<file path="config.mk">
export PLATFORM = sky130hd
export DESIGN_NAME = pipe_skid_reg
export DESIGN_NICKNAME = d
export VERILOG_FILES = /design/src/rtl/pipe_skid_reg.sv
export SDC_FILE = /design/constraint.sdc
export NUM_CORES = 1
export LEC_CHECK = 0
export ABC_AREA = 1
export CAP_MARGIN = 40
export CELL_PAD_IN_SITES_DETAIL_PLACEMENT = 0
export CELL_PAD_IN_SITES_GLOBAL_PLACEMENT = 1
export CORE_ASPECT_RATIO = 0.8
export CORE_MARGIN = 5
export CORE_UTILIZATION = 27
export DETAILED_ROUTE_END_ITERATION = 12
export PLACE_DENSITY_LB_ADDON = 0.1
export RECOVER_POWER = 25
export SLEW_MARGIN = 10
export SYNTH_ARGS = -nofsm -noshare
export SYNTH_HDL_FRONTEND = slang
export SYNTH_SLANG_ARGS = --single-unit
</file>
<file path="constraint.sdc">
create_clock -name clk -period 0.9 [get_ports clk]
set_input_delay 0.09 -clock clk [delete_from_list [all_inputs] [get_ports clk]]
set_output_delay 0.09 -clock clk [all_outputs]
set_load 0.005 [all_outputs]
</file>
<file path="src/rtl/pipe_skid_reg.sv">
// Pipeline register with a main (head) entry and an optional skid entry.
// Define PIPE_SKID_REG_SKID_EN to get the two-deep registered-ready version.
module pipe_skid_reg #(
    parameter int unsigned      WIDTH     = 64,
    parameter logic [WIDTH-1:0] NOP_VALUE = '0
) (
    input  logic             clk,
    input  logic             rst,
    input  logic             flush,
    input  logic             in_valid,
    output logic             in_ready,
    input  logic [WIDTH-1:0] in_data,
    output logic             out_valid,
    input  logic             out_ready,
    output logic [WIDTH-1:0] out_data,
    output logic [1:0]       occupancy
);

    typedef enum logic [1:0] {
        ST_EMPTY = 2'd0,
        ST_ONE   = 2'd1,
        ST_TWO   = 2'd2
    } state_t;

    state_t           state_q, state_d;
    logic [WIDTH-1:0] main_q, main_d;
    logic [1:0]       occ_q;
    logic             accept;
    logic             consume;

    assign out_valid = (state_q != ST_EMPTY);
    assign out_data  = out_valid ? main_q : NOP_VALUE;
    assign consume   = out_valid & out_ready;
    assign accept    = in_valid & in_ready;
    assign occupancy = occ_q;

`ifdef PIPE_SKID_REG_SKID_EN
    logic [WIDTH-1:0] skid_q, skid_d;
    logic             in_ready_q;

    // Ready comes from a flop so out_ready never reaches in_ready combinationally.
    assign in_ready = in_ready_q;

    always_comb begin
        state_d = state_q;
        main_d  = main_q;
        skid_d  = skid_q;
        if (flush) begin
            state_d = ST_EMPTY;
            main_d  = NOP_VALUE;
            skid_d  = NOP_VALUE;
        end else begin
            case (state_q)
                ST_EMPTY: begin
                    if (accept) begin
                        state_d = ST_ONE;
                        main_d  = in_data;
                    end
                end
                ST_ONE: begin
                    if (accept && consume) begin
                        main_d = in_data;
                    end else if (accept) begin
                        state_d = ST_TWO;
                        skid_d  = in_data;
                    end else if (consume) begin
                        state_d = ST_EMPTY;
                    end
                end
                ST_TWO: begin
                    if (consume) begin
                        state_d = ST_ONE;
                        main_d  = skid_q;
                        skid_d  = NOP_VALUE;
                    end
                end
                default: state_d = ST_EMPTY;
            endcase
        end
    end

    always_ff @(posedge clk) begin
        if (rst) begin
            state_q    <= ST_EMPTY;
            main_q     <= NOP_VALUE;
            skid_q     <= NOP_VALUE;
            in_ready_q <= 1'b1;
            occ_q      <= 2'd0;
        end else begin
            state_q    <= state_d;
            main_q     <= main_d;
            skid_q     <= skid_d;
            in_ready_q <= (state_d != ST_TWO);
            occ_q      <= (state_d == ST_TWO) ? 2'd2 :
                          (state_d == ST_ONE) ? 2'd1 : 2'd0;
        end
    end
`else
    // Single entry: the slot frees in the same cycle the head is consumed.
    assign in_ready = ~out_valid | out_ready;

    always_comb begin
        state_d = state_q;
        main_d  = main_q;
        if (flush) begin
            state_d = ST_EMPTY;
            main_d  = NOP_VALUE;
        end else begin
            case (state_q)
                ST_EMPTY: begin
                    if (accept) begin
                        state_d = ST_ONE;
                        main_d  = in_data;
                    end
                end
                ST_ONE: begin
                    if (accept) begin
                        main_d = in_data;
                    end else if (consume) begin
                        state_d = ST_EMPTY;
                    end
                end
                default: state_d = ST_EMPTY;
            endcase
        end
    end

    always_ff @(posedge clk) begin
        if (rst) begin
            state_q <= ST_EMPTY;
            main_q  <= NOP_VALUE;
            occ_q   <= 2'd0;
        end else begin
            state_q <= state_d;
            main_q  <= main_d;
            occ_q   <= (state_d == ST_ONE) ? 2'd1 : 2'd0;
        end
    end
`endif

endmodule

</file>
* Word level (Yosys, flattened, before mapping)
Cells that the tools add are included.
** Storage, ports and cells
- Bits in registers :: 68
- Input port bits :: 69
- Output and inout bits :: 68
- Logic and storage cells :: 21
** Operators by class
- Equality and inequality tests :: 2
- Mux-type cells :: 7
- Bitwise gates (word level) :: 4
- Reductions and logical operators :: 5
** Operators by type and width (count)
- 64-bit two-way mux :: 1
- 2-bit two-way mux :: 4
- 2-bit by 1-bit equality test with 1-bit output, second input constant :: 2
- 2-bit one-hot mux with 2 select lines :: 1
- 2-bit OR reduction :: 2
- 1-bit AND :: 2
- 2-bit logical NOT :: 1
- 2-bit AND reduction :: 1
- 2-bit nonzero test :: 1
- 1-bit two-way mux :: 1
- 1-bit NOT :: 1
- 1-bit bitwise OR :: 1

* Logic depth before layout (Yosys ltp)
- Depth in word-level cells :: 9
- Mapped depth :: 7
- Mapped depth without buffers :: 5

* Worst setup path before layout
No wires, ideal clock.
- Path type :: flip-flop to flip-flop
- Start :: register state_q[1]
- End :: register main_q[21]
- Setup time :: 0.115 ns
- Data arrival time :: 0.909 ns
- Required time :: 0.785 ns
- Slack :: -0.124 ns
- Stages on the path, launching flop included :: 7
- Buffers on the path :: 2
- Period minus slack after synthesis :: 1.024 ns
- Cell sequence :: dfxtp_1 -> nor2_2 -> buf_6 -> buf_6 -> nand3_2 -> nand2_1 -> nor2_1
** Between the ends
- Longest elaborated chain between the ends :: 5
- Elaborated cells between the ends (all ways) :: 8
- Those cells by class :: 1 x eq/ne; 3 x bitwise; 4 x reduce/logical
** Ends and longest elaborated chain
- from (decl) :: line 25 : state_t state_q, state_d;
- from (signal assigned) :: line 134 : state_q <= state_d;
- 2-bit nonzero test :: line 31 : assign out_valid = (state_q != ST_EMPTY);
- 1-bit NOT :: line 100 : assign in_ready = ~out_valid | out_ready;
- 1-bit bitwise OR :: line 100
- 1-bit AND :: line 34 : assign accept = in_valid & in_ready;
- 2-bit AND reduction (no line) (*)
- to (signal assigned) :: line 135 : main_q <= main_d;
- to (decl) :: line 26 : logic [WIDTH-1:0] main_q, main_d;
Every way passes the cells marked *; elsewhere a longest branch is shown, timed or not.
A chain may end at the register's enable or synchronous reset.

* Final worst setup path
- Start :: register state_q[0]
- End :: output out_data[15]
** Between the ends
- Longest elaborated chain between the ends :: 2
** Ends and longest elaborated chain
- 2-bit nonzero test :: line 31
- 64-bit two-way mux :: line 32 : assign out_data = out_valid ? main_q : NOP_VALUE;
- to (decl) :: line 15 : output logic [WIDTH-1:0] out_data,
No other way between the ends.

==> results by stage <==
Finish:
- At the end of the flow the core is filled with cells to ~52%.
- After routing the design area is approximately 6700 µm².
- The number of antenna diodes is 0.
- The total of fill cells in the finished design is about 1,300.
- After the last flow step, the layout net total stands at slightly above 800.
- The post-route netlist has roughly two fifths of its cells at a drive strength greater than 1.
- Relative to the synthesized area, the layout overhead comes to 85.4%.

Yosys:
- Summing the areas of all fa, ha and maj instances in the mapped netlist gives 0% of the synthesized area.
- Summing the areas of all and, or, nand and nor instances in the mapped netlist gives about a third of the synthesized area.
- The sequential area share after synthesis is a little under two fifths.
- In the synthesized netlist, mux cells make up 0% of the area.
- The most instantiated library cell after synthesis is sky130_fd_sc_hd__nor2_1.
- The synthesized netlist occupies a cell area of 3630 µm².
- Synthesis instantiated 14 different standard cells from the library.
- Yosys printed 0 warnings.
- The share of async-settable or async-resettable flops after synthesis is 0%.
- Each instance of the synthesized netlist takes up on average roughly 6.4 µm².
- Sorting the synthesized cells by area gives the leading types as sky130_fd_sc_hd__dfxtp_1 37%, sky130_fd_sc_hd__nor2_1 14%, sky130_fd_sc_hd__inv_1 14%, sky130_fd_sc_hd__a21oi_1 8.8%, sky130_fd_sc_hd__nand2_1 6.9%.
- The parity-gate share of the synthesized area counting xor and xnor cells is 0%.
- The compound-cell area share of the yosys netlist is ~8.8%.
- Counting flops and latches in the post-synthesis netlist gives between 60 and 70.
- sky130_fd_sc_hd__dfxtp_1 takes more of the synthesized area than any other cell.
- The share of the synthesized area in the top cell type is between 30% and 40%.
- By count the netlist is led by 132 x sky130_fd_sc_hd__nor2_1, 131 x sky130_fd_sc_hd__inv_1, 67 x sky130_fd_sc_hd__dfxtp_1, 67 x sky130_fd_sc_hd__nand2_1, 64 x sky130_fd_sc_hd__a21oi_1.
- By area, the combinational part of the netlist is dominated by simple AND/OR/NAND/NOR gates.
- The main flop type after synthesis is sky130_fd_sc_hd__dfxtp_1.
- In the synthesized netlist, the number of instances is roughly 570.
- The number of synthesized flops with an enable pin is 0.

Clock tree:
- For the worst-skew pair, the clock arrives at the later sink with an insertion delay of roughly 0.34 ns.
- Clock tree synthesis inserted a total of 9 buffers.
- Counting every sink on the clock net gives 67.
- Counting along the longest clock path gives a buffer depth of 2.
- TritonCTS built the clock tree.
- The tree is rooted in a sky130_fd_sc_hd__clkbuf_16.
- The clock input transition at the sequential cells of the worst setup and hold paths is around 0.050 ns.
- After clock tree synthesis, the flow added hold-fix buffers numbering 0.
- The H-tree generated during clock tree synthesis spans 3 levels.

Die:
- The x dimension of the die is approximately 140 µm.
- Measured along the y axis, the die boundary spans around 110 µm.
- The top-level port count is 137.
- The area of the core is approximately 13,000 µm².
- The die covers ~16,000 µm².
- The number of rows created at floorplan is 37.
- Once the floorplan was initialized, standard cells occupied between 20 and 30% of the core.

STA:
- The final worst setup slack is -0.589 ns.
- The worst clock skew is 0.00385 ns.
- The maximum frequency from static timing analysis is between 600 and 700 MHz.
- The final critical delay including setup and external delays is between 1 and 1.5 ns.
- The post-route fraction of the period consumed by the critical path is 165%.
- Setup violations remaining at the end of the flow were counted as 132.
- Setup repair after global routing could not meet its margin everywhere.
- The number of pins with negative max-slew slack in the final report is 0.
- The hold violation count in the final report is 0.

Drt:
- The total detailed-routing wirelength is 13,600 µm.
- The number of violations reported at the end of detailed-routing iteration 0 is ~140.
- The ratio of routed vias to standard cells is roughly 4.3.
- The count of nets left with antenna violations once routing finished came out at 0.
- The total via count after detailed routing is about 4,000.
- The wire length per cell after detailed routing is 14.8 µm.
- Before antenna repair, the detailed router went through 4 iterations.
- For this run, design rule violations remaining after detail routing come to 0.

Setup path:
- The largest incremental delay on the critical path is around 0.35 ns.
- The slowest cell on the critical path is sky130_fd_sc_hd__dfxtp_4.
- Traced cell by cell, the critical path runs through nor2_4, buf_6, buf_6, buf_12, nor2_1, buf_2.
- STA puts the critical path data arrival time at 1.40 ns.
- The critical path capture point type is an output pin.
- Among the stages of the critical path, the cell type that occurs most often is sky130_fd_sc_hd__buf_6.
- At the worst endpoint, the required time is between 0.8 and 0.9 ns.
- STA classifies the critical path startpoint as a flop.
- The category of the most critical setup path is flop to output pin.
- The largest fanout on the critical path is 11.

Place:
- The setup slack after placement is -0.570 ns.
- Once placement finished, the instance area stood at approximately 5300 µm².
- Input and output buffers added on the ports amount to ~140.
- At the end of routability-driven placement, the weighted congestion stood at just over 0.7.
- The half-perimeter wire length after placement is between 7000 and 8000 µm.

Global route:
- For this run, the total global-route usage over all layers was measured as 16.7%.
- Global routing finished with a remaining overflow of 0.
- The number of antenna violations at the first check in global routing is 0.
- The via count of the first global-routing pass came to roughly 4,000.
- The first global-routing pass estimated around 21,000 µm of wire.
- The maximum number of pins on one net before global-route repair is 28.

Power and ir drop:
- The total power of the final layout is roughly 8.4 mW.
- IR analysis of the VDD net gives a maximum drop of 862 µV.
- The leakage power figure is roughly 2.9 nW.
- Power spread over the standard cell area amounts to approximately 1300 nW/µm².

Hold path:
- The worst hold-check path type is primary input to flop.

Job:
- The tool flagged a number of max-cap violations equal to 0.

Outcome:
- The run finished, with violations left.
- The final reports fail on setup timing.
critical path: cells and delay by family (launching register included):
family | cells | cell delay (ns)
buffers and inverters | 4 | 0.50
and+or+nand+nor | 2 | 0.20
DFF | 1 | 0.35
through the flow:
step                      std cells  TNS (ns)  hold slack [ns]
final                           924    -57.00            0.394
after global placement          864    -63.59            0.460
after detailed placement        864    -63.76            0.468
after CTS                       926    -71.57            0.378
after global routing            924    -64.48            0.412
after floorplan                 572     -5.72            0.282
layout by cell type (no fill, tap or decap), types with 7 or more instances in the layout:
cell	instances
sky130_fd_sc_hd__nor2_2	19
sky130_fd_sc_hd__nand3_1	20
sky130_fd_sc_hd__clkdlybuf4s50_1	68
sky130_fd_sc_hd__a21oi_1	8
sky130_fd_sc_hd__buf_6	21
sky130_fd_sc_hd__nor2_4	15
sky130_fd_sc_hd__buf_12	26
sky130_fd_sc_hd__buf_2	34
sky130_fd_sc_hd__nand2_1	63
sky130_fd_sc_hd__a21oi_2	52
sky130_fd_sc_hd__clkbuf_16	14
sky130_fd_sc_hd__nand3_2	43
sky130_fd_sc_hd__buf_16	12
sky130_fd_sc_hd__inv_1	130
sky130_fd_sc_hd__dfxtp_1	65
sky130_fd_sc_hd__buf_4	7
sky130_fd_sc_hd__clkbuf_2	27
sky130_fd_sc_hd__nor2_1	99
kinds of logic after synthesis:
| logic type | after synthesis |
|---|---|
| AND/OR/NAND/NOR | 265 |
| buffers and inverters | 174 |
| flip-flops | 67 |
| AO/OA/AOI/OAI | 64 |
| other | 1 |
registers in the layout, indices dropped and copies added, names as in the netlist:
signal	count
main_q	64
state_q	2
occupancy	1
power by group:
| part | switching [mW] | internal (mW) |
|---|---|---|
| Combinational | 0.847 | 1.08 |
| Clock | 1.31 | 2.07 |
| Sequential | 0.0701 | 3.07 |
path summary, 6_finish.rpt:
kind	endpoint	slack (ns)	startpoint	depth (start not counted)
setup reg to reg	main_q[56]$_SDFFE_PP0P_	-0.41	state_q[1]$_SDFF_PP0_	8
setup / recovery	out_data[15]	-0.59	state_q[0]$_SDFF_PP0_	6
hold / removal	main_q[0]$_SDFFE_PP0P_	0.39	in_data[0]	5
hold reg to reg	main_q[53]$_SDFFE_PP0P_	0.47	main_q[53]$_SDFFE_PP0P_	2
layer usage:
layer,vias up,GRT usage (%),wire length (µm)
li1,2034,-,-
met1,1812,23.0,6640
met2,122,25.5,5930
met3,15,4.69,873
met4,0,5.49,197
met5,-,0,0
final cells by class:
type,instances,area (µm²),share of cell area [%]
timing repair buffer,205,2330,34.5
multi-input combinational,331,2070,30.7
sequential,67,1350,20.0
inverter,131,497,7.38
clock buffer,13,270,4.01
tap,175,219,3.25
clock inverter,2,10.0,0.149
timing repair:
action                                 in CTS  in global routing
setup endpoints to repair                 133                132
cloned                                     19                  6
resized for setup                         318                141
endpoints found under the hold margin       0                  0
pin swaps                                  59                 40
buffers inserted                           29                  4
Power figures use the tool's default switching activity.
